===== src/rtl/fp_mult_pkg.sv =====
// Shared status bit indices, rounding-mode type and illegal-status check
// for the floating-point multiplier arbiter.
package fp_mult_pkg;

    localparam int ZERO    = 0;
    localparam int INF     = 1;
    localparam int NAN     = 2;
    localparam int TINY    = 3;
    localparam int HUGE    = 4;
    localparam int INEXACT = 5;

    typedef enum logic [2:0] {
        RNE = 3'd0,
        RTZ = 3'd1,
        RDN = 3'd2,
        RUP = 3'd3,
        RMM = 3'd4
    } rnd_t;

    // A zero or tiny result can never also be inf, nan or huge.
    function automatic logic status_illegal(input logic [4:0] s);
        logic big;
        big = s[INF] | s[NAN] | s[HUGE];
        return (s[ZERO] | s[TINY]) & big;
    endfunction

endpackage


===== src/rtl/rr_arbiter.sv =====
// Round-robin grant logic: combinational one-hot grant, search starts at
// the pointer, pointer moves past the winner.
module rr_arbiter #(
    parameter int N_REQ = 2
) (
    input  logic                     clk,
    input  logic                     rst_n,
    input  logic [N_REQ-1:0]         valid,
    output logic [N_REQ-1:0]         grant,
    output logic [$clog2(N_REQ)-1:0] idx
);

    localparam int IW = $clog2(N_REQ);

    logic [IW-1:0] ptr;
    logic [IW-1:0] cand;
    logic          found;

    always_comb begin
        grant = '0;
        idx   = '0;
        found = 1'b0;
        cand  = '0;
        for (int k = 0; k < N_REQ; k++) begin
            cand = IW'((int'(ptr) + k) % N_REQ);
            if (rst_n && !found && valid[cand]) begin
                found       = 1'b1;
                grant[cand] = 1'b1;
                idx         = cand;
            end
        end
    end

    always_ff @(posedge clk) begin
        if (!rst_n) begin
            ptr <= '0;
        end else if (found) begin
            ptr <= (idx == IW'(N_REQ - 1)) ? '0 : idx + 1'b1;
        end
    end

endmodule


===== src/rtl/fp_mult_arbiter.sv =====
// Shares one fixed-latency FP multiplier among N_REQ requesters and routes
// results back by tag. Define FP_MULT_ARB_STICKY_EN for per-requester sticky status.
module fp_mult_arbiter #(
    parameter int N_REQ = 2,
    parameter int LAT   = 3,
    parameter int DW    = 32
) (
    input  logic               clk,
    input  logic               rst_n,
    input  logic [N_REQ-1:0]   req_valid,
    output logic [N_REQ-1:0]   req_ready,
    input  logic [N_REQ*DW-1:0] req_a,
    input  logic [N_REQ*DW-1:0] req_b,
    input  logic [N_REQ*3-1:0] req_rnd,
    output logic               mul_valid,
    output logic [DW-1:0]      mul_a,
    output logic [DW-1:0]      mul_b,
    output logic [2:0]         mul_rnd,
    input  logic [DW-1:0]      mul_z,
    input  logic [7:0]         mul_status,
    output logic [N_REQ-1:0]   rsp_valid,
    output logic [DW-1:0]      rsp_z,
    output logic [7:0]         rsp_status,
    output logic               status_err,
    output logic               busy
`ifdef FP_MULT_ARB_STICKY_EN
    ,
    input  logic [N_REQ-1:0]   sticky_clr,
    output logic [N_REQ*8-1:0] sticky_status
`endif
);

    import fp_mult_pkg::*;

    localparam int IW = $clog2(N_REQ);

    logic [N_REQ-1:0] grant;
    logic [IW-1:0]    gidx;
    rnd_t             rnd_sel;
    logic [LAT-1:0]   tag_v;
    logic [IW-1:0]    tag_i [LAT];

    rr_arbiter #(.N_REQ(N_REQ)) u_arb (
        .clk   (clk),
        .rst_n (rst_n),
        .valid (req_valid),
        .grant (grant),
        .idx   (gidx)
    );

    assign req_ready = grant;
    assign mul_valid = |grant;
    assign mul_rnd   = rnd_sel;

    always_comb begin
        mul_a   = '0;
        mul_b   = '0;
        rnd_sel = RNE;
        for (int i = 0; i < N_REQ; i++) begin
            if (grant[i]) begin
                mul_a   = req_a[i*DW +: DW];
                mul_b   = req_b[i*DW +: DW];
                rnd_sel = rnd_t'(req_rnd[i*3 +: 3]);
            end
        end
    end

    // Tag pipeline mirrors the multiplier so each result finds its owner.
    always_ff @(posedge clk) begin
        if (!rst_n) begin
            tag_v      <= '0;
            for (int k = 0; k < LAT; k++) tag_i[k] <= '0;
            rsp_valid  <= '0;
            rsp_z      <= '0;
            rsp_status <= '0;
            status_err <= 1'b0;
        end else begin
            tag_v[0] <= mul_valid;
            tag_i[0] <= gidx;
            for (int k = 1; k < LAT; k++) begin
                tag_v[k] <= tag_v[k-1];
                tag_i[k] <= tag_i[k-1];
            end
            rsp_valid <= tag_v[LAT-1] ? (N_REQ'(1) << tag_i[LAT-1]) : '0;
            if (tag_v[LAT-1]) begin
                rsp_z      <= mul_z;
                rsp_status <= mul_status;
                if (status_illegal(mul_status[4:0])) status_err <= 1'b1;
            end
        end
    end

    assign busy = (|tag_v) | (|rsp_valid);

`ifdef FP_MULT_ARB_STICKY_EN
    // A clear and a new response in the same cycle keep the new bits.
    always_ff @(posedge clk) begin
        if (!rst_n) begin
            sticky_status <= '0;
        end else begin
            for (int i = 0; i < N_REQ; i++) begin
                sticky_status[i*8 +: 8] <=
                    (sticky_clr[i] ? 8'h00 : sticky_status[i*8 +: 8]) |
                    (rsp_valid[i] ? rsp_status : 8'h00);
            end
        end
    end
`endif

endmodule

===== config.mk =====
export PLATFORM = sky130hd
export DESIGN_NAME = fp_mult_arbiter
export DESIGN_NICKNAME = d
export VERILOG_FILES = /design/src/rtl/fp_mult_pkg.sv /design/src/rtl/rr_arbiter.sv /design/src/rtl/fp_mult_arbiter.sv
export SDC_FILE = /design/constraint.sdc
export NUM_CORES = 1
export LEC_CHECK = 0
export CAP_MARGIN = 20
export CORE_AREA = 2 2 115 117
export CTS_BUF_LIST = sky130_fd_sc_hd__clkbuf_16
export DETAILED_ROUTE_END_ITERATION = 6
export DIE_AREA = 0 0 117 119
export HOLD_SLACK_MARGIN = 0.15
export PLACE_DENSITY = 0.73
export SLEW_MARGIN = 5
export SYNTH_ARGS = -nofsm -noshare
export SYNTH_HDL_FRONTEND = slang
export SYNTH_HIERARCHICAL = 1
export SYNTH_SLANG_ARGS = --single-unit

===== constraint.sdc =====
create_clock -name clk -period 1.5 [get_ports clk]
set_input_delay 0.3 -clock clk [delete_from_list [all_inputs] [get_ports clk]]
set_output_delay 0.3 -clock clk [all_outputs]
set_load 0.005 [all_outputs]

==> metrics.yaml <==
dpl.hpwl_um: 10730
critPathArrivalTime_ns: 1.87
cap_viol_max_count: 0
cts_tree: "built"
grt_setup_unrepaired: "yes"
relSlewSlack: 0.7347
crit_type: "reg -> out"
power_mw: 3.919
synth.most_common_cell: "a22o_1"
drt_iter0_drc: 97
synth_warnings: 6
syn_to_final_growth_pct: 139.2
worst-path-max-fanout: 7
core_area_sq_um: 12870
ys_seq_area_frac: 0.3861
hold_viol: 0
synthTopCellsByArea: "dfxtp_1 (39%), a22o_1 (22%), mux2i_1 (15%), nor2b_1 (9.7%), buf_6 (5.2%)"
synth_edf_count: 0
final_cells: 743
numCtsBuffers: 5
wl_per_cell_um: 21.00
drc: 0
timing.rr.end: "tag_v[0]"
crit_required_ns: 1.20
holdPathEnd: "rsp_valid[0]"
worstRegToRegCells: 7
h-tree-depth: 2
rows: 42
grt_pass1_vias: 3533
synth_nets: 429
synth-main-ff-cell: "dfxtp_1"
die-area_sq_um: 13920
fin_crit_sh: 1.447
worstHoldStart: "tag_i[0][2]"
run_status: "finished with violations"
vias_per_cell: 4.518
port_buffers: 291
grt_max_degree: 52
fin_tns_setup_ns: -38.44
peakVddDrop_v: 0.0004495
dr_total_vias: 3357
clock_latency_ns: 0.28
async_flop_share: 0
synth_top_area_cell: "dfxtp_1"
dp.cells: 701
cp-end-kind: "output pin"
final_util: 0.4817
fill_cells: 1231
final_nets: 744
setup_viol: 70
gp_congestion: 0.8975
grt_pass1_wl_um: 21540
clock_path_buffers: 2
worst-r2r-setup-slack_ns: -0.05
slew_violations: 0
dp_slack_ns: -1.115
yosysUniqueCellTypes: 22
top_level_ports: 292
hold_ws_ns: 0.4102
synth_top_area_share: 0.3861
syn_inst: 251
place_area_sq_um: 5639
drive_gt1_frac: 0.2297
powerDensity_nw_per_um2: 631.8
ctsHoldBuffers: 0
gr-usage-all-layers: 0.2130
clock-skew-final_ns: 0.005324
hold_depth: 1
cp-start-kind: "register"
grt_overflow: 0
hold_path.class: "reg -> reg"
die_y_um: 119
multiInputGateArea_sq_um: 1458
cts_sinks: 50
synth_common_cells: "a22o_1 (65), dfxtp_1 (50), mux2i_1 (40), nor2b_1 (40), buf_6 (12)"
leakage_nw: 2.513
timing.final.ws_setup_ns: -0.6708
worst_pin_slew_ns: 0.3979
first_pass_iters: 4
postLayoutCellArea_sq_um: 6202
start_util: 0.2014
seq_area_sq_um: 1006
syn_area_per_cell_sq_um: 10.33
root_buffer: "clkbuf_16"
synth-seq-cells: 50
path_clk_slew_ns: 0.06
antenna_left: 0
syn_area_sq_um: 2592
post-route-min-period_ns: 2.171
clock.fmax_ghz: 0.4607
wl_um: 15600
die_w_um: 117
violations: "setup timing"
antenna_found_initial: 1
==> critical path, stage by stage, from the launching register on <==
cell	delay (ns)
dfxtp_4	0.37
nand2b_4	0.13
and3_4	0.22
nor2b_4	0.05
buf_6	0.12
buf_12	0.14
buf_16	0.13
buf_12	0.13
a22o_1	0.18
buf_2	0.12
==> flip-flops by register name (all words and copies together), names as in the netlist, named ones only <==
signal	flops
status_err	1
tag_v	3
rsp_valid	2
rsp_status	8
tag_i	3
rsp_z	32
==> cells by family (layout without fill, tap and decap cells) <==
logic type / after synthesis / count (layout) / synth area share
simple gates: 63 / 63 / 0.1487
mux: 40 / 40 / 0.1544
compound gates: 72 / 72 / 0.2355
buf+inv: 26 / 341 / 0.07529
flops: 50 / 50 / 0.3861
other cells: 0 / 1 / 0
==> cell usage in the layout, fill, tap and decap left out, drive strengths merged <==
master / count
a21boi: 1
a21oi: 2
a22o: 65
and2: 6
and3: 3
buf: 108
bufinv: 1
clkbuf: 6
clkdlybuf4s15: 2
clkdlybuf4s50: 216
clkinv: 1
dfxtp: 50
diode: 1
dlygate4sd2: 5
dlymetal6s2s: 1
inv: 1
mux2i: 40
nand2: 7
nand2b: 2
nor2: 2
nor2b: 41
nor3: 1
o21ai: 3
o41ai: 1
or2: 1
==> final cells by class <==
| class | instances | area share |
|---|---|---|
| diodes | 1 | 0.0004035 |
| clock buffers | 5 | 0.02017 |
| clock inverters | 2 | 0.005447 |
| inverters | 1 | 0.0006052 |
| multi-input cells | 175 | 0.2350 |
| flip-flops and latches | 50 | 0.1622 |
| well taps | 176 | 0.03551 |
| repair buffers | 333 | 0.5407 |
==> how the worst max path moves through the flow <==
stage	from	end	cells past startpoint
floorplan	register	mul_a[12]	7
global placement	req_valid[0]	mul_b[31]	7
detailed placement	req_valid[0]	mul_b[31]	7
CTS	register	mul_a[6]	9
global route	register	mul_a[23]	9
finish	register	mul_a[4]	9
==> where the power goes <==
group | leakage (nW) | switching, mW | internal (mW)
Sequential | 0.406 | 0.0155 | 1.36
Clock | 0.0773 | 0.456 | 0.771
Combinational | 2.03 | 0.442 | 0.879
Total | 2.51 | 0.913 | 3.01
==> routing by layer <==
layer / wire length (um) / share of wire / up-vias / track usage
li1: - / - / 1553 / -
met3: 1617 / 0.10 / 19 / 0.06768
met2: 7645 / 0.49 / 214 / 0.3739
met5: 0 / 0 / - / 0
met4: 308 / 0.020 / 0 / 0.05294
met1: 6028 / 0.39 / 1571 / 0.2479
==> timing repair <==
| item | in CTS | in global routing |
|---|---|---|
| setup endpoints to repair | 72 | 73 |
| gates cloned | 14 | 1 |
| pin swaps | 22 | 16 |
| gates resized for setup | 314 | 18 |
| buffers inserted | 19 | 7 |
Note: power is estimated with default switching activity, not from simulation.
